`config.mk`:
```
export PLATFORM = sky130hd
export DESIGN_NAME = conv_loop_sequencer
export DESIGN_NICKNAME = d
export VERILOG_FILES = /design/src/rtl/conv_loop_sequencer_pkg.sv /design/src/rtl/conv_delay_line.sv /design/src/rtl/conv_loop_sequencer.sv
export SDC_FILE = /design/constraint.sdc
export NUM_CORES = 1
export LEC_CHECK = 0
export CAP_MARGIN = 25
export CORE_ASPECT_RATIO = 0.8
export CORE_UTILIZATION = 55
export DETAILED_ROUTE_END_ITERATION = 7
export PLACE_DENSITY = 0.85
export REMOVE_ABC_BUFFERS = 1
export SYNTH_ARGS = -nofsm -noshare
export SYNTH_HDL_FRONTEND = slang
export SYNTH_SLANG_ARGS = --single-unit
export TNS_END_PERCENT = 10
```
`constraint.sdc`:
```
create_clock -name clock -period 6.45 [get_ports clock]
set_input_delay 1.29 -clock clock [delete_from_list [all_inputs] [get_ports clock]]
set_output_delay 1.29 -clock clock [all_outputs]
set_load 0.1 [all_outputs]
```
`src/rtl/conv_loop_sequencer_pkg.sv`:
```
// Shared types and default geometry for the convolution loop sequencer.
// Holds the FSM state encoding and the output-pixel address helper.
package conv_loop_sequencer_pkg;

  typedef enum logic [1:0] {
    ST_IDLE  = 2'd0,
    ST_RUN   = 2'd1,
    ST_DRAIN = 2'd2,
    ST_DONE  = 2'd3
  } seq_state_e;

  localparam int DEF_K           = 5;
  localparam int DEF_OUT_SIZE    = 28;
  localparam int DEF_OUT_CHANNEL = 6;
  localparam int DEF_IN_CHANNEL  = 1;
  localparam int DEF_OUT_LAT     = 9;

  localparam int ITER_W = 8;
  localparam int TAP_W  = 4;
  localparam int ADDR_W = 16;

  // m*side^2 + r*side + c, evaluated in 16-bit arithmetic
  function automatic logic [ADDR_W-1:0] pixel_addr(
    input logic [ITER_W-1:0] m_v,
    input logic [ITER_W-1:0] r_v,
    input logic [ITER_W-1:0] c_v,
    input logic [ADDR_W-1:0] side
  );
    logic [ADDR_W-1:0] acc;
    acc = {8'd0, m_v} * side + {8'd0, r_v};
    acc = acc * side + {8'd0, c_v};
    return acc;
  endfunction

endpackage

```
`src/rtl/conv_delay_line.sv`:
```
// Fixed-depth shift register that carries the output write strobe and address.
// Shifts only when shift_i is high, so a stalled pipeline keeps every stage intact.
module conv_delay_line #(
  parameter int W     = 17,
  parameter int DEPTH = 9
) (
  input  logic         clock,
  input  logic         reset_n,
  input  logic         shift_i,
  input  logic [W-1:0] d_i,
  output logic [W-1:0] q_o
);

  logic [W-1:0] pipe_q [DEPTH];

  always_ff @(posedge clock or negedge reset_n) begin
    if (!reset_n) begin
      for (int s = 0; s < DEPTH; s++) pipe_q[s] <= '0;
    end else if (shift_i) begin
      pipe_q[0] <= d_i;
      for (int s = 1; s < DEPTH; s++) pipe_q[s] <= pipe_q[s-1];
    end
  end

  assign q_o = pipe_q[DEPTH-1];

endmodule

```
`src/rtl/conv_loop_sequencer.sv`:
```
// Walks m,r,c,n,i,j for one convolution layer and emits accumulator strobes,
// plus a delayed output-buffer write that lands OUT_LAT cycles after each last tap.
module conv_loop_sequencer
  import conv_loop_sequencer_pkg::*;
#(
  parameter int K           = DEF_K,
  parameter int OUT_SIZE    = DEF_OUT_SIZE,
  parameter int OUT_CHANNEL = DEF_OUT_CHANNEL,
  parameter int IN_CHANNEL  = DEF_IN_CHANNEL,
  parameter int OUT_LAT     = DEF_OUT_LAT
) (
  input  logic        clock,
  input  logic        reset_n,
  input  logic        start,
  input  logic        stall,
  output logic [7:0]  m,
  output logic [7:0]  r,
  output logic [7:0]  c,
  output logic [7:0]  n,
  output logic [3:0]  i,
  output logic [3:0]  j,
  output logic        iter_valid,
  output logic        acc_clear,
  output logic        acc_last,
  output logic        out_wr,
  output logic [15:0] out_addr,
  output logic        busy,
  output logic        done
);

  localparam logic [3:0]  K_MAX    = 4'(K - 1);
  localparam logic [7:0]  SIDE_MAX = 8'(OUT_SIZE - 1);
  localparam logic [7:0]  CH_MAX   = 8'(OUT_CHANNEL - 1);
  localparam logic [7:0]  N_MAX    = 8'(4 * (IN_CHANNEL - 1));
  localparam logic [7:0]  LAT_MAX  = 8'(OUT_LAT - 1);
  localparam logic [15:0] SIDE     = 16'(OUT_SIZE);

  seq_state_e  state_q, state_d;
  logic [7:0]  m_q, r_q, c_q, n_q, m_d, r_d, c_d, n_d;
  logic [3:0]  i_q, j_q, i_d, j_d;
  logic [7:0]  drain_q, drain_d;
  logic        j_end, i_end, n_end, c_end, r_end, m_end;
  logic [15:0] issue_addr;

  // Carry chain: each *_end means this iterator and every inner one are at max
  assign j_end = (j_q == K_MAX);
  assign i_end = j_end && (i_q == K_MAX);
  assign n_end = i_end && (n_q == N_MAX);
  assign c_end = n_end && (c_q == SIDE_MAX);
  assign r_end = c_end && (r_q == SIDE_MAX);
  assign m_end = r_end && (m_q == CH_MAX);

  always_comb begin
    state_d = state_q;
    m_d     = m_q;
    r_d     = r_q;
    c_d     = c_q;
    n_d     = n_q;
    i_d     = i_q;
    j_d     = j_q;
    drain_d = drain_q;
    case (state_q)
      ST_IDLE: begin
        if (start) state_d = ST_RUN;
      end
      ST_RUN: begin
        if (!stall) begin
          // On the final tap every iterator wraps, leaving them all at zero
          j_d = j_end ? 4'd0 : j_q + 4'd1;
          if (j_end) i_d = i_end ? 4'd0 : i_q + 4'd1;
          if (i_end) n_d = n_end ? 8'd0 : n_q + 8'd4;
          if (n_end) c_d = c_end ? 8'd0 : c_q + 8'd1;
          if (c_end) r_d = r_end ? 8'd0 : r_q + 8'd1;
          if (r_end) m_d = m_end ? 8'd0 : m_q + 8'd1;
          if (m_end) begin
            state_d = ST_DRAIN;
            drain_d = 8'd0;
          end
        end
      end
      ST_DRAIN: begin
        if (!stall) begin
          if (drain_q == LAT_MAX) begin
            state_d = ST_DONE;
            drain_d = 8'd0;
          end else begin
            drain_d = drain_q + 8'd1;
          end
        end
      end
      ST_DONE: state_d = ST_IDLE;
      default: state_d = ST_IDLE;
    endcase
  end

  always_ff @(posedge clock or negedge reset_n) begin
    if (!reset_n) begin
      state_q <= ST_IDLE;
      m_q     <= '0;
      r_q     <= '0;
      c_q     <= '0;
      n_q     <= '0;
      i_q     <= '0;
      j_q     <= '0;
      drain_q <= '0;
    end else begin
      state_q <= state_d;
      m_q     <= m_d;
      r_q     <= r_d;
      c_q     <= c_d;
      n_q     <= n_d;
      i_q     <= i_d;
      j_q     <= j_d;
      drain_q <= drain_d;
    end
  end

  assign m          = m_q;
  assign r          = r_q;
  assign c          = c_q;
  assign n          = n_q;
  assign i          = i_q;
  assign j          = j_q;
  assign iter_valid = (state_q == ST_RUN);
  assign acc_clear  = iter_valid && (n_q == 8'd0) && (i_q == 4'd0) && (j_q == 4'd0);
  assign acc_last   = iter_valid && n_end;
  assign busy       = (state_q == ST_RUN) || (state_q == ST_DRAIN);
  assign done       = (state_q == ST_DONE);

  // Address is zeroed on non-final taps so out_addr only moves with out_wr
  assign issue_addr = acc_last ? pixel_addr(m_q, r_q, c_q, SIDE) : 16'd0;

  conv_delay_line #(
    .W     (17),
    .DEPTH (OUT_LAT)
  ) u_delay (
    .clock   (clock),
    .reset_n (reset_n),
    .shift_i (!stall),
    .d_i     ({acc_last, issue_addr}),
    .q_o     ({out_wr, out_addr})
  );

endmodule

```
After elaboration in Yosys (flattened, before gate mapping)
Cells that the tools add are included.
{"block": "totals", "input_bits": 4, "register_bits": 203, "wordCells": 84, "out_inout_bits": 62}
{"block": "op_classes", "n_mul": 2, "n_bitwise": 1, "n_eq_ne": 14, "n_reduce_logical": 23, "n_addsub": 9, "n_mux": 18}
{"operator": "8-bit two-way mux", "count": 8}
{"operator": "8-bit by 1-bit adder with 8-bit output, second input constant", "count": 4}
{"operator": "16-bit by 8-bit adder with 16-bit output", "count": 1}
{"operator": "8-bit by 5-bit == test with 1-bit output, second input constant", "count": 2}
{"operator": "16-bit two-way mux", "count": 1}
{"operator": "8-bit case mux with 2 select lines", "count": 1}
{"operator": "3-bit AND reduction", "count": 5}
{"operator": "13-bit by 8-bit adder with 14-bit output", "count": 1}
{"operator": "14-bit by 3-bit multiplier with 14-bit output, second input constant", "count": 1}
{"operator": "8-bit by 3-bit multiplier with 11-bit output, second input constant", "count": 1}
{"operator": "2-bit two-way mux", "count": 5}
{"operator": "1-bit logical AND", "count": 9}
{"operator": "4-bit by 1-bit adder with 4-bit output, second input constant", "count": 2}
{"operator": "8-bit by 3-bit adder with 8-bit output, second input constant", "count": 1}
{"operator": "4-bit by 3-bit == test with 1-bit output, second input constant", "count": 2}
{"operator": "8-bit by 3-bit == test with 1-bit output, second input constant", "count": 1}
{"operator": "8-bit by 4-bit == test with 1-bit output, second input constant", "count": 1}
{"operator": "4-bit logical NOT", "count": 2}
{"operator": "8-bit logical NOT", "count": 1}
{"operator": "4-bit two-way mux", "count": 2}
{"operator": "2-bit != test, second input constant", "count": 4}
{"operator": "2-bit case mux with 4 select lines", "count": 1}
{"operator": "5-bit AND reduction", "count": 1}
{"operator": "2-bit == test, second input constant", "count": 2}
{"operator": "other kinds (8)", "count": 8}

Logic depth before layout (Yosys ltp)
Gate-level depths: netlist of run 1.
{"block": "logic_depth", "word_depth": 9, "mapped_depth": 24, "ltp_nobuf": 24}

Hierarchy
Synthesis of run 1 repeated with hierarchy kept, for this count alone.
{"block": "unflattened", "cells_unflattened": 894, "hier_area_um2": 10920.5}
{"mod": "conv_delay_line", "cells_per_inst": 340, "area_per_inst_um2": 6083.3, "seq_area_each_um2": 3828.7, "n_inst": 1}
{"mod": "conv_loop_sequencer", "cells_per_inst": 554, "area_per_inst_um2": 4837.1, "seq_area_each_um2": 1201.2, "n_inst": 1}

Least setup slack after synthesis of run 1
Ideal clock, no wire load.
{"block": "synth_path", "path_kind": "reg-to-reg", "from": "register m_q[2], in the netlist m[2]", "to": "register u_delay.pipe_q[151] (netlist bit)", "t_arrival_ns": 5.932, "path_slack_ns": 0.384, "period_less_slack_ns": 6.066, "required_ns": 6.316, "stages_incl_launch_ff": 22, "n_path_buf": 0, "setup_ns": 0.134, "cell_sequence": "dfrtp_1 fa_1 ha_1 fa_1 xor2_1 ha_1 o21a_1 o31a_1 o21ai_0 nand2_1 xnor2_1 xor2_1 ha_1 ha_1 nor4_1 o21ai_0 a221oi_1 xnor2_1 nand4b_1 xor2_1 xnor2_1 o21ai_0"}
{"block": "synth_via", "elab_chain_len": 5}
{"element": "start: declaration", "line_no": "conv_loop_sequencer.sv:39", "rtl": "logic [7:0] m_q, r_q, c_q, n_q, m_d, r_d, c_d, n_d;"}
{"element": "start signal: assignment", "line_no": "conv_loop_sequencer.sv:108", "rtl": "m_q <= m_d;"}
{"element": "8-bit by 3-bit multiplier with 11-bit output", "line_no": "conv_loop_sequencer_pkg.sv:30", "rtl": "acc = {8'd0, m_v} * side + {8'd0, r_v};"}
{"element": "13-bit by 8-bit adder with 14-bit output", "line_no": "conv_loop_sequencer_pkg.sv:30"}
{"element": "14-bit by 3-bit multiplier with 14-bit output", "line_no": "conv_loop_sequencer_pkg.sv:31", "rtl": "acc = acc * side + {8'd0, c_v};"}
{"element": "16-bit by 8-bit adder with 16-bit output", "line_no": "conv_loop_sequencer_pkg.sv:31"}
{"element": "16-bit two-way mux", "line_no": "conv_loop_sequencer.sv:131", "rtl": "assign issue_addr = acc_last ? pixel_addr(m_q, r_q, c_q, SIDE) : 16'd0;"}
{"element": "end: declaration", "line_no": "conv_delay_line.sv:14", "rtl": "logic [W-1:0] pipe_q [DEPTH];"}
No other way between the ends.
A chain may end at the register's enable or synchronous reset.

Worst setup path in the final report of run 1
Ends and elaborated chain as after synthesis.

==> results.rst, run 1 <==
.. list-table::
   :header-rows: 1

   * - Metric
     - Value
   * - Run status
     - finished clean
   * - Post-synth top area share
     - between 40% and 50%
   * - Remaining design rule violation count
     - 0
   * - Final weighted congestion of routability-driven global placement
     - 0.784
   * - Count of nets after finishing
     - 1038
   * - Chain of cells forming the critical path
     - fa_1, ha_1, fa_1, xor2_1, ha_1, o21a_1, o31a_1, o21ai_1, nand2_1, xnor2_1, xor2_1, ha_1, ha_1, nor4_1, o21ai_0, a221oi_1, xnor2_1, nand4b_1, xor2_1, xnor2_1, o21ai_0
   * - Maximum root-to-sink buffer count
     - 3
   * - Detail Route Antenna Nets
     - 0
   * - Gates resized, CTS repair
     - 0
   * - Final wirelength
     - 18000 um
   * - Total iterations of the first detailed-routing run
     - 5
   * - Transition time at the pin with the least slew margin
     - 1.04 ns
   * - Synth warnings
     - 0
   * - Vias in the first global route
     - 6576
   * - CP Max Fanout
     - 9
   * - Post-synthesis to final-layout area growth
     - 14.2%
   * - Number of port buffers
     - 63
   * - Critical path data arrival time
     - 6.35 ns
   * - Number of standard cells after synthesis
     - 902
   * - Clock latency of the later-clocked register in the worst-skew pair
     - between 0.4 and 0.5 ns
   * - Fillcell total
     - 1397
   * - Final setup TNS
     - 0 ns
   * - Count of H-tree levels built during CTS
     - 1
   * - Post-synthesis sequential element count
     - 201
   * - Hold Fails Final Rpt
     - 0
   * - Num CTS Buffers
     - 20
   * - Top cell type by total area after synthesis
     - dfrtp_1
   * - Fmax achieved
     - between 150 and 200 MHz
   * - # setup viols final
     - 0
   * - Post-Place Worst Slack
     - 0.329 ns
   * - Initial antenna violation count
     - 0
   * - Area of combinational cells with multiple inputs
     - 5050 sq um
   * - Clk sinks
     - 201
   * - Vert. Die Dim
     - 126 um
   * - Synthesized area divided by synthesized cell count
     - 11.6 sq um
   * - Cell Area, Synth
     - 10500 sq um
   * - Std-Cell Rows
     - 44
   * - Power density over cell area
     - 246 nW/um^2
   * - Initial Utilization
     - between 50% and 60%
   * - Setup CP Type
     - reg -> reg
   * - Library cell with the highest instance count after synthesis
     - dfrtp_1
   * - Placeable core region
     - 18400 sq um
   * - Top FF cell, synth
     - dfrtp_1
   * - Critical path's most frequent cell
     - ha_1
   * - Synth area leaders
     - dfrtp_1 (48%), mux2_2 (15%), ha_1 (7.4%)
   * - Post-synthesis async set-or-reset flop share
     - 100%
   * - Critical Path RT
     - 6.78 ns
   * - Fraction of layout instances using a drive strength above 1
     - 19.1%
   * - Clock tree from TritonCTS
     - done
   * - HPWL after DPL
     - 12100 um
   * - Boundary pin count
     - 66
   * - Unrepaired setup endpoints after global routing
     - no
   * - Number of synthesized flops with an enable pin
     - 0
   * - Slack of the worst reg-to-reg path
     - 0.44 ns
   * - Class of the most critical hold timing path
     - reg -> reg
   * - Unique masters post-synth
     - 67
   * - Number of buffers inserted by hold repair at cts
     - 0
   * - Root cell of the clock tree
     - clkbuf_16
   * - Setup clock skew after layout
     - 0.00983 ns
   * - Number of max-slew violations in the final report
     - 0
   * - Overall die area
     - 19600 sq um
   * - Wire length per cell
     - 14.7 um
   * - Setup Fix Bufs, Post-CTS
     - 0
   * - CTS clock-pin slew for the worst setup and hold paths
     - ~0.06 ns
   * - Post-layout minimum cycle time
     - 6.01 ns
   * - Relative max-transition margin
     - 30.4%
   * - Ratio of routed vias to standard cells
     - 5.46
   * - Global-route usage over all layers
     - 18.9%
   * - Largest stage delay on the critical path
     - 0.56 ns
   * - Non-filler cells in the finished layout
     - 1220
   * - Final critical-path share of the clock period
     - 93.3%
   * - Final Util
     - 65.2%
   * - Final critical-path setup slack
     - 0.435 ns
   * - Die X-Extent
     - 156 um
   * - Worst vdd ir
     - 0.416 mV
   * - Cell Count Post-Placement
     - around 1200
   * - N_diodes
     - 0
   * - Kind of capture point of the worst setup path
     - register
   * - Crit start category
     - register
   * - Initial detailed-routing violation count
     - between 400 and 500
   * - Vias
     - ~6700
   * - Area occupied by registers
     - between 5000 and 6000 sq um
   * - Part of the Yosys area used for sequential elements
     - 47.9%
   * - LEAKAGE
     - 0.00593 uW
   * - Largest net degree at the start of global routing
     - 106
   * - Global-route wire length before repair
     - roughly 30000 um
   * - Slowest-stage cell, CP
     - dfrtp_1
   * - Leading cell types by count after synthesis
     - dfrtp_1 (201), mux2_2 (138), ha_1 (62)
   * - Total of max-cap violations
     - 0
   * - Overall overflow remaining after global route
     - 0
[power by group]
part,switching [uW],internal [uW]
logic,319,103
registers,41.4,1290
clock network,466,732
total,825,2130
[kinds of logic (layout without fill, tap and decap cells)]
logic type | count (synthesis) | count (layout) | synth area share, %
AOI/OAI and AO/OA | 145 | 145 | 8.89
adders and majority gates | 80 | 80 | 10.8
muxes | 139 | 139 | 14.9
other | 1 | 2 | 0.0357
DFF | 201 | 201 | 47.9
xor gates and xnor gates | 48 | 48 | 4.00
buffers and inverters | 95 | 159 | 4.05
and+or+nand+nor | 193 | 193 | 9.39
[through the flow]
stage | hold WS [ns] | instance area (sq um) | power [uW]
after floorplan | 0.446 | 10300 | 1650
after global placement | 0.462 | 11300 | 1770
after detailed placement | 0.469 | 11300 | 1780
after CTS | 0.483 | 12000 | 2980
after global routing | 0.507 | 12000 | 3070
final | 0.476 | 12000 | 2950
[layout make-up]
class	instances	area share (%)
multi-input combinational	607	42.1
sequential	201	41.9
timing repair buffer	70	5.91
clock buffer	29	4.71
tap	253	2.64
inverter	54	1.69
clock inverter	6	1.02
[metal layers]
layer | up-vias | part of all wire, % | track usage [%]
li1 | 3262 | - | -
met1 | 3271 | 46 | 25.4
met2 | 114 | 48 | 32.0
met3 | 17 | 4.4 | 3.57
met4 | 0 | 1.3 | 4.15
met5 | - | 0 | 0
[worst max-delay path: cells and delay by family (launching register included)]
family | cells | cell delay, ns
flops | 1 | 0.56
simple gates | 3 | 0.74
xor+xnor | 6 | 1.35
fa+ha+maj | 6 | 1.96
compound gates | 6 | 1.26
[path summary, 6_finish.rpt]
path	startpoint	to	cells past startpoint
max	m[2]	u_delay.pipe_q[151]	21
min	u_delay.pipe_q[146]	u_delay.pipe_q[146]	2
max reg2reg	m[2]	u_delay.pipe_q[151]	21
min reg2reg	u_delay.pipe_q[146]	u_delay.pipe_q[146]	2
max in group asynchronous	reset_n	m[5]	2
min in group asynchronous	reset_n	u_delay.q_o[4]	1
[sequential cells by signal (all words and copies together) (netlist names)]
name / cells
n: 6
m: 8
j: 4
state_q: 2
drain_q: 8
c: 8
u_delay.pipe_q: 136
i: 4
u_delay.q_o: 17
r: 8
[cell usage in the layout, fill, tap and decap left out, drive strengths merged, types with 3 or more instances in the layout]
master,count
dfrtp,201
mux2,138
ha,62
clkdlybuf4s50,61
o21ai,59
nand2,57
inv,55
nor2,34
xnor2,33
clkbuf,30
nand3,27
a21oi,22
fa,18
xor2,15
a21o,12
and3,12
nor3,12
nand4,11
nor2b,8
nand2b,8
o31ai,8
buf,8
o211ai,6
nor4,5
a211oi,4
o2111ai,4
a22o,4
o21a,3
or3,3
nor3b,3
bufinv,3
Power figures use the tool's default switching activity.
==> inputs of run 2 (changes only) <==
--- a/config.mk
+++ b/config.mk
@@ -7,6 +7,7 @@
 export LEC_CHECK = 0
 export CAP_MARGIN = 25
 export CORE_ASPECT_RATIO = 0.8
+export CORE_MARGIN = 3
 export CORE_UTILIZATION = 55
 export DETAILED_ROUTE_END_ITERATION = 7
 export PLACE_DENSITY = 0.85
==> run 2 against run 1 <==
Net effect: clock-buffer cell count fell by 2; flip-flop and latch count did not move; sequential share of layout area is 0.18 points higher; cell count is 0.16% lower; combinational power about the same; global-route usage is 0.92 points lower; die area grew 5.8%; clock skew increased by 0.0013 ns; worst hold slack improved by 0.0038 ns; first-iteration DRC count increased by 0.49%; core utilization fell by 0.47 points; via count about the same.
==> results.rst, run 2 (synthesized netlist as in run 1, its figures left out) <==
.. list-table::
   :header-rows: 1

   * - Metric
     - Value
   * - Largest stage delay on the critical path
     - 0.55 ns (about the same)
   * - Kind of capture point of the worst setup path
     - register
   * - Power density over cell area
     - 243 nW/um^2 (-1.1%)
   * - Placeable core region
     - 18400 sq um (+0.30%)
   * - Unrepaired setup endpoints after global routing
     - no
   * - Slowest-stage cell, CP
     - dfrtp_1
   * - Overall overflow remaining after global route
     - 0 (unchanged)
   * - Setup Fix Bufs, Post-CTS
     - 0 (unchanged)
   * - Initial detailed-routing violation count
     - 411 (+0.49%)
   * - Number of port buffers
     - 63 (unchanged)
   * - Clk sinks
     - 201 (unchanged)
   * - Endpoint, Worst Hold
     - u_delay.pipe_q[146]
   * - Total iterations of the first detailed-routing run
     - 5 (unchanged)
   * - Class of the most critical hold timing path
     - reg -> reg
   * - Final weighted congestion of routability-driven global placement
     - 0.809 (+3.1%)
   * - Most frequent cells in the layout
     - dfrtp_1 (201), mux2_2 (138), ha_1 (62)
   * - Gates resized, CTS repair
     - 0 (unchanged)
   * - Pwr Total
     - 2910 uW (-1.5%)
   * - Worst hold path startpoint
     - u_delay.pipe_q[146]
   * - Setup clock skew after layout
     - 0.0111 ns (+0.00129 ns)
   * - Reg2reg path depth
     - 21 (unchanged)
   * - HPWL after DPL
     - 12100 um (about the same)
   * - CP Max Fanout
     - 9 (unchanged)
   * - Overall die area
     - 20800 sq um (+5.8%)
   * - Initial Utilization
     - 56.9% (-0.17 points)
   * - Die X-Extent
     - 160 um (+2.6%)
   * - Maximum root-to-sink buffer count
     - 3 (unchanged)
   * - Crit start category
     - register
   * - Boundary pin count
     - 66 (unchanged)
   * - # setup viols final
     - 0 (unchanged)
   * - Number of stages on the worst hold path
     - 2 (unchanged)
   * - Initial antenna violation count
     - 0 (unchanged)
   * - Total of max-cap violations
     - 0 (unchanged)
   * - Clock tree from TritonCTS
     - done
   * - LEAKAGE
     - 0.00591 uW (-0.24%)
   * - Critical path's most frequent cell
     - ha_1
   * - Vias in the first global route
     - 6836 (+4.0%)
   * - Final critical-path share of the clock period
     - 93.9% (+0.64 points)
   * - Chain of cells forming the critical path
     - fa_1, ha_1, fa_1, xor2_1, ha_1, o21a_1, o31a_1, o21ai_0, nand2_1, xnor2_1, xor2_1, ha_1, ha_1, nor4_1, o21ai_0, a221oi_1, xnor2_1, nand4b_1, xor2_1, xnor2_1, o21ai_0
   * - Setup CP Type
     - reg -> reg
   * - Register containing the most flip-flops in the final layout
     - u_delay.pipe_q
   * - Number of flip-flops in the largest register
     - 136 (unchanged)
   * - Clock latency of the later-clocked register in the worst-skew pair
     - 0.50 ns (about the same)
   * - Run status
     - finished clean
   * - Detail Route Antenna Nets
     - 0 (unchanged)
   * - Slack of the worst reg-to-reg path
     - 0.39 ns (-0.04 ns)
   * - Wire length per cell
     - 14.8 um (+0.49%)
   * - Fraction of layout instances using a drive strength above 1
     - 19.5% (+0.35 points)
   * - Fmax achieved
     - 165 MHz (-0.68%)
   * - Critical path data arrival time
     - 6.46 ns (+0.11 ns)
   * - Global-route usage over all layers
     - 18.0% (-0.92 points)
   * - Std-Cell Rows
     - 44 (unchanged)
   * - Launch point of the worst reg-to-reg path
     - m[2]
   * - Worst vdd ir
     - 0.355 mV (-15%)
   * - Root cell of the clock tree
     - clkbuf_16
   * - Hold Fails Final Rpt
     - 0 (unchanged)
   * - Commonest non-fill, non-tap cell in the layout
     - dfrtp_1
   * - Relative max-transition margin
     - 29.5% (-0.89 points)
   * - Final setup TNS
     - 0 ns (unchanged)
   * - Count of H-tree levels built during CTS
     - 1 (unchanged)
   * - Count of nets after finishing
     - 1037 (-0.096%)
   * - Vias
     - 6660 (-0.060%)
   * - Transition time at the pin with the least slew margin
     - 1.05 ns (+0.0134 ns)
   * - Post-synthesis to final-layout area growth
     - 13.7%
   * - Final wirelength
     - 18000 um (+0.32%)
   * - Number of max-slew violations in the final report
     - 0 (unchanged)
   * - Largest net degree at the start of global routing
     - 82 (-23%)
   * - Vert. Die Dim
     - 130 um (+3.2%)
   * - Remaining design rule violation count
     - 0 (unchanged)
   * - Global-route wire length before repair
     - 32100 um (+4.2%)
   * - CTS clock-pin slew for the worst setup and hold paths
     - 0.06 ns (about the same)
   * - Critical Path RT
     - 6.85 ns (+0.07 ns)
   * - Number of buffers inserted by hold repair at cts
     - 0 (unchanged)
   * - Worst reg2reg endpoint
     - u_delay.pipe_q[151]
   * - N_diodes
     - 0 (unchanged)
   * - Ratio of routed vias to standard cells
     - 5.47 (+0.10%)
   * - Post-layout minimum cycle time
     - 6.06 ns (+0.0413 ns)
   * - Num CTS Buffers
     - 20 (unchanged)
==> run 2: cell types whose count changed in the layout (fill, tap and decap cells not counted) <==
cell and change:
o21ai_1 -1, inv_6 -1, clkinv_4 +1, bufinv_16 -2, buf_16 -1, clkbuf_1 -5, clkbuf_8 +3, clkinv_2 +3
o21ai_0 +1
==> run 2: power breakdown <==
part / switching, uW / total, uW / internal (uW)
Combinational: 319 / 420 / 101
Clock: 475 / 1150 / 679
Sequential: 40.3 / 1330 / 1290
Total: 834 / 2910 / 2070
==> run 2: worst max-delay path, delay by kind of cell (launching register included) <==
kind | cells | cell delay, ns
fa+ha+maj | 6 | 1.90
compound gates | 6 | 1.45
xor+xnor | 6 | 1.32
simple gates | 3 | 0.76
flops | 1 | 0.55
==> run 2: worst max-delay path by stage <==
stage,endpoint,from
after floorplan,u_delay.pipe_q[151],m[2]
after global placement,u_delay.pipe_q[151],m[2]
after detailed placement,u_delay.pipe_q[151],m[2]
after CTS,u_delay.pipe_q[151],m[2]
after global routing,u_delay.pipe_q[151],m[2]
final,u_delay.pipe_q[151],m[2]
==> run 2: layer usage <==
layer / track usage [%] / routed length [um] / vias up
li1: - / - / 3262
met1: 25.1 / 8570 / 3261
met2: 29.8 / 8340 / 118
met3: 3.48 / 824 / 19
met4: 3.93 / 270 / 0
met5: 0 / 0 / -
==> run 2: metrics by stage <==
stage | area [sq um] | setup slack (ns) | hold slack, ns | std cells | utilization [%]
floorplan | 10300 | 0.378 | 0.446 | 862 | -
global placement | 11300 | 0.677 | 0.462 | 1184 | 61.1
detailed placement | 11300 | 0.484 | 0.470 | 1184 | 61.1
CTS | 11900 | 0.412 | 0.487 | 1218 | 64.7
global route | 11900 | 0.0107 | 0.505 | 1218 | 64.7
finish | 11900 | 0.394 | 0.480 | 1218 | 64.7
==> run 2: final cells by class <==
type | instances | area (sq um)
clock inverter | 7 | 77.6
sequential | 201 | 5030
fill | 1381 | 6500
timing repair buffer | 69 | 681
inverter | 54 | 203
tap | 253 | 317
multi-input combinational | 607 | 5050
clock buffer | 27 | 587
==> inputs of run 3 (changes only) <==
--- a/config.mk
+++ b/config.mk
@@ -5,10 +5,12 @@
 export SDC_FILE = /design/constraint.sdc
 export NUM_CORES = 1
 export LEC_CHECK = 0
+export ABC_AREA = 1
 export CAP_MARGIN = 25
 export CORE_ASPECT_RATIO = 0.8
 export CORE_MARGIN = 3
 export CORE_UTILIZATION = 55
+export CTS_BUF_LIST = sky130_fd_sc_hd__clkbuf_8
 export DETAILED_ROUTE_END_ITERATION = 7
 export PLACE_DENSITY = 0.85
 export REMOVE_ABC_BUFFERS = 1
==> run 3 against run 2 <==
Net effect: cell count increased by 28%; synthesized cell count increased by 37%; clock power fell by 6%; clock-buffer cell count up 10; sequential power is essentially flat; largest cell class is now registers.
==> results.rst, run 3 <==
.. list-table::
   :header-rows: 1

   * - Metric
     - Value
   * - LEAKAGE
     - 0.00601 uW (+1.7%)
   * - Post-synth top area share
     - 47.1% (-0.83 points)
   * - Die X-Extent
     - 162 um (+0.84%)
   * - Crit start category
     - register
   * - Register containing the most flip-flops in the final layout
     - u_delay.pipe_q
   * - Top cell type by total area after synthesis
     - dfrtp_1
   * - Unrepaired setup endpoints after global routing
     - no
   * - Net Switching
     - 1100 uW (+32%)
   * - Leading cell types by count after synthesis
     - nand2_1 (356), dfrtp_1 (201), inv_1 (172)
   * - Boundary pin count
     - 66 (unchanged)
   * - Worst hold margin
     - 0.469 ns (-0.0109 ns)
   * - Fraction of layout instances using a drive strength above 1
     - 7.79% (-12 points)
   * - Part of the Yosys area used for sequential elements
     - 47.1% (-0.83 points)
   * - Sw frac
     - 34.6% (+5.9 points)
   * - Final critical-path share of the clock period
     - 83.4% (-11 points)
   * - Synthesized area divided by synthesized cell count
     - 8.65 sq um (-26%)
   * - Vias
     - 7961 (+20%)
   * - Unique masters post-synth
     - 48 (-28%)
   * - Post-synthesis async set-or-reset flop share
     - 100% (unchanged)
   * - CP Max Fanout
     - 9 (unchanged)
   * - Critical Path RT
     - 6.92 ns (+0.07 ns)
   * - Root cell of the clock tree
     - clkbuf_8
   * - Post-layout minimum cycle time
     - 5.38 ns (-0.680 ns)
   * - Final setup TNS
     - 0 ns (unchanged)
   * - Setup CP Type
     - reg -> reg
   * - HPWL after DPL
     - 13700 um (+13%)
   * - Setup Fix Bufs, Post-CTS
     - 0 (unchanged)
   * - Initial antenna violation count
     - 0 (unchanged)
   * - Transition time at the pin with the least slew margin
     - 1.05 ns (-0.00583 ns)
   * - # setup viols final
     - 0 (unchanged)
   * - Placeable core region
     - 18600 sq um (+0.90%)
   * - N_diodes
     - 0 (unchanged)
   * - Setup clock skew after layout
     - 0.0255 ns (+0.0143 ns)
   * - Proportion of power drawn by flip-flops and latches
     - 42.1% (-3.7 points)
   * - Wire length per cell
     - 12.9 um (-13%)
   * - Remaining design rule violation count
     - 0 (unchanged)
   * - Kind of capture point of the worst setup path
     - register
   * - Clock latency of the later-clocked register in the worst-skew pair
     - 0.58 ns (+0.08 ns)
   * - Hold Fails Final Rpt
     - 0 (unchanged)
   * - Worst vdd ir
     - 0.512 mV (+44%)
   * - Overall overflow remaining after global route
     - 0 (unchanged)
   * - Maximum root-to-sink buffer count
     - 3 (unchanged)
   * - Vert. Die Dim
     - 131 um (+0.84%)
   * - Final Util
     - 64.8% (about the same)
   * - CTS clock-pin slew for the worst setup and hold paths
     - 0.07 ns (about the same)
   * - Part of the total power dissipated in combinational logic
     - 24.1% (+9.6 points)
   * - Commonest non-fill, non-tap cell in the layout
     - nand2_1
   * - Global-route wire length before repair
     - 35900 um (+12%)
   * - Clock tree from TritonCTS
     - done
   * - Clk sinks
     - 201 (unchanged)
   * - Critical path data arrival time
     - 5.85 ns (-0.61 ns)
   * - Library cell with the highest instance count after synthesis
     - nand2_1
   * - Cell Area, Synth
     - 10700 sq um (+1.8%)
   * - Synth area leaders
     - dfrtp_1 (47%), nand2_1 (13%), ha_1 (7.3%)
   * - Vias in the first global route
     - 7793 (+14%)
   * - Run status
     - finished clean
   * - Synth warnings
     - 0 (unchanged)
   * - Most frequent cells in the layout
     - nand2_1 (356), dfrtp_1 (201), inv_1 (184)
   * - Final weighted congestion of routability-driven global placement
     - 0.877 (+8.4%)
   * - Number of buffers inserted by hold repair at cts
     - 0 (unchanged)
   * - Global-route usage over all layers
     - 20.0% (+2.0 points)
   * - Initial Utilization
     - 57.4% (+0.49 points)
   * - Clock share of power
     - 33.8% (-5.9 points)
   * - Number of port buffers
     - 63 (unchanged)
   * - Number of standard cells after synthesis
     - 1235 (+37%)
   * - Largest net degree at the start of global routing
     - 112 (+37%)
   * - Count of H-tree levels built during CTS
     - 1 (unchanged)
   * - Initial detailed-routing violation count
     - 560 (+36%)
   * - Ratio of routed vias to standard cells
     - 5.10 (-6.8%)
   * - Number of max-slew violations in the final report
     - 0 (unchanged)
   * - Number of synthesized flops with an enable pin
     - 0 (unchanged)
   * - Relative max-transition margin
     - 29.9% (+0.39 points)
   * - Fmax achieved
     - 186 MHz (+13%)
   * - Overall die area
     - 21100 sq um (+1.7%)
   * - Final wirelength
     - 20200 um (+12%)
   * - Num CTS Buffers
     - 31 (+55%)
   * - Number of flip-flops in the largest register
     - 136 (unchanged)
   * - Post-synthesis sequential element count
     - 201 (unchanged)
   * - Class of the most critical hold timing path
     - reg -> reg
   * - Top FF cell, synth
     - dfrtp_1
   * - Gates resized, CTS repair
     - 0 (unchanged)
   * - Post-synthesis to final-layout area growth
     - 12.9%
   * - Detail Route Antenna Nets
     - 0 (unchanged)
   * - Total iterations of the first detailed-routing run
     - 7 (+2)
   * - Std-Cell Rows
     - 44 (unchanged)
   * - Count of nets after finishing
     - 1371 (+32%)
   * - Internal power summed over all cells
     - 2080 uW (+0.57%)
   * - Power density over cell area
     - 264 nW/um^2 (+8.6%)
   * - Total of max-cap violations
     - 0 (unchanged)
run 3: cell count changes after synthesis, moves of 17 or more:
cell	previous run	this run
mux2_2	138	0
inv_1	54	172
o21ai_0	57	117
xnor2_1	33	12
nand3_1	27	44
nand2_1	56	356
run 3: worst paths after layout:
path                                startpoint             endpoint  slack (ns)  cells past startpoint
max                                       m[0]  u_delay.pipe_q[151]        1.07                     27
min                        u_delay.pipe_q[115]   u_delay.pipe_q[98]        0.47                      2
max reg2reg                               m[0]  u_delay.pipe_q[151]        1.07                     27
min reg2reg                u_delay.pipe_q[115]   u_delay.pipe_q[98]        0.47                      2
max in group asynchronous              reset_n                 m[5]        4.46                      2
min in group asynchronous              reset_n   u_delay.pipe_q[20]        0.84                      1
run 3: stage by stage:
stage	cell area (sq um)	total power, uW	instances	worst slack (ns)
final	12100	3190	1562	1.07
after global routing	12100	3350	1562	0.594
after CTS	12100	3220	1562	1.13
after detailed placement	11400	2120	1507	1.15
after global placement	11400	2100	1507	1.39
after floorplan	10400	1930	1186	0.898
run 3: cells by family after synthesis:
kind of cell / after synthesis / synth area share [%]
AOI/OAI and AO/OA: 181 / 9.05
xor gates and xnor gates: 33 / 2.78
adders and majority gates: 80 / 10.6
buffers and inverters: 229 / 8.69
DFF: 201 / 47.1
other: 1 / 0.0351
and+or+nand+nor: 510 / 21.7
run 3: power by group through the flow:
stage / clock network [uW] / logic (uW) / registers [uW]
floorplan: 0 / 390 / 1540
global placement: 0 / 741 / 1360
detailed placement: 0 / 760 / 1360
CTS: 1110 / 770 / 1340
global route: 1170 / 834 / 1350
finish: 1080 / 766 / 1340
run 3: worst max-delay path: stages (launching register included):
cell and delay [ns]:
dfrtp_1 0.51, fa_1 0.52, ha_1 0.24, fa_1 0.43, xor2_1 0.16, ha_1 0.36, nand2_1 0.09, nor2_1 0.14
nand2_1 0.07, nand3_1 0.10, xor2_1 0.43, xor2_1 0.22, inv_1 0.07, ha_1 0.28, ha_1 0.37, nand2_1 0.10
nor2_1 0.10, nand2_1 0.06, o211ai_1 0.12, nand3_1 0.13, nand2_1 0.10, nand2_1 0.07, nand2_1 0.12, nand3_2 0.10
nor2_1 0.15, nand3_1 0.10, nand3_1 0.08, nand2_1 0.05
run 3: cell type report:
| cell class | instances | area (sq um) |
|---|---|---|
| Inverter | 179 | 674 |
| Tap cell | 253 | 317 |
| Fill cell | 1564 | 6550 |
| Clock inverter | 18 | 130 |
| Clock buffer | 37 | 509 |
| Sequential cell | 201 | 5030 |
| Multi-Input combinational cell | 806 | 4730 |
| Timing Repair Buffer | 68 | 669 |
run 3: layer usage:
layer / wire length [um] / part of all wire, % / global-route usage, % / vias to the layer above
met4: 380 / 1.9 / 5.17 / 0
met2: 9310 / 46 / 33.5 / 189
met3: 1110 / 5.5 / 3.59 / 39
met1: 9370 / 46 / 27.4 / 3742
met5: 0 / 0 / 0 / -
li1: - / - / - / 3991
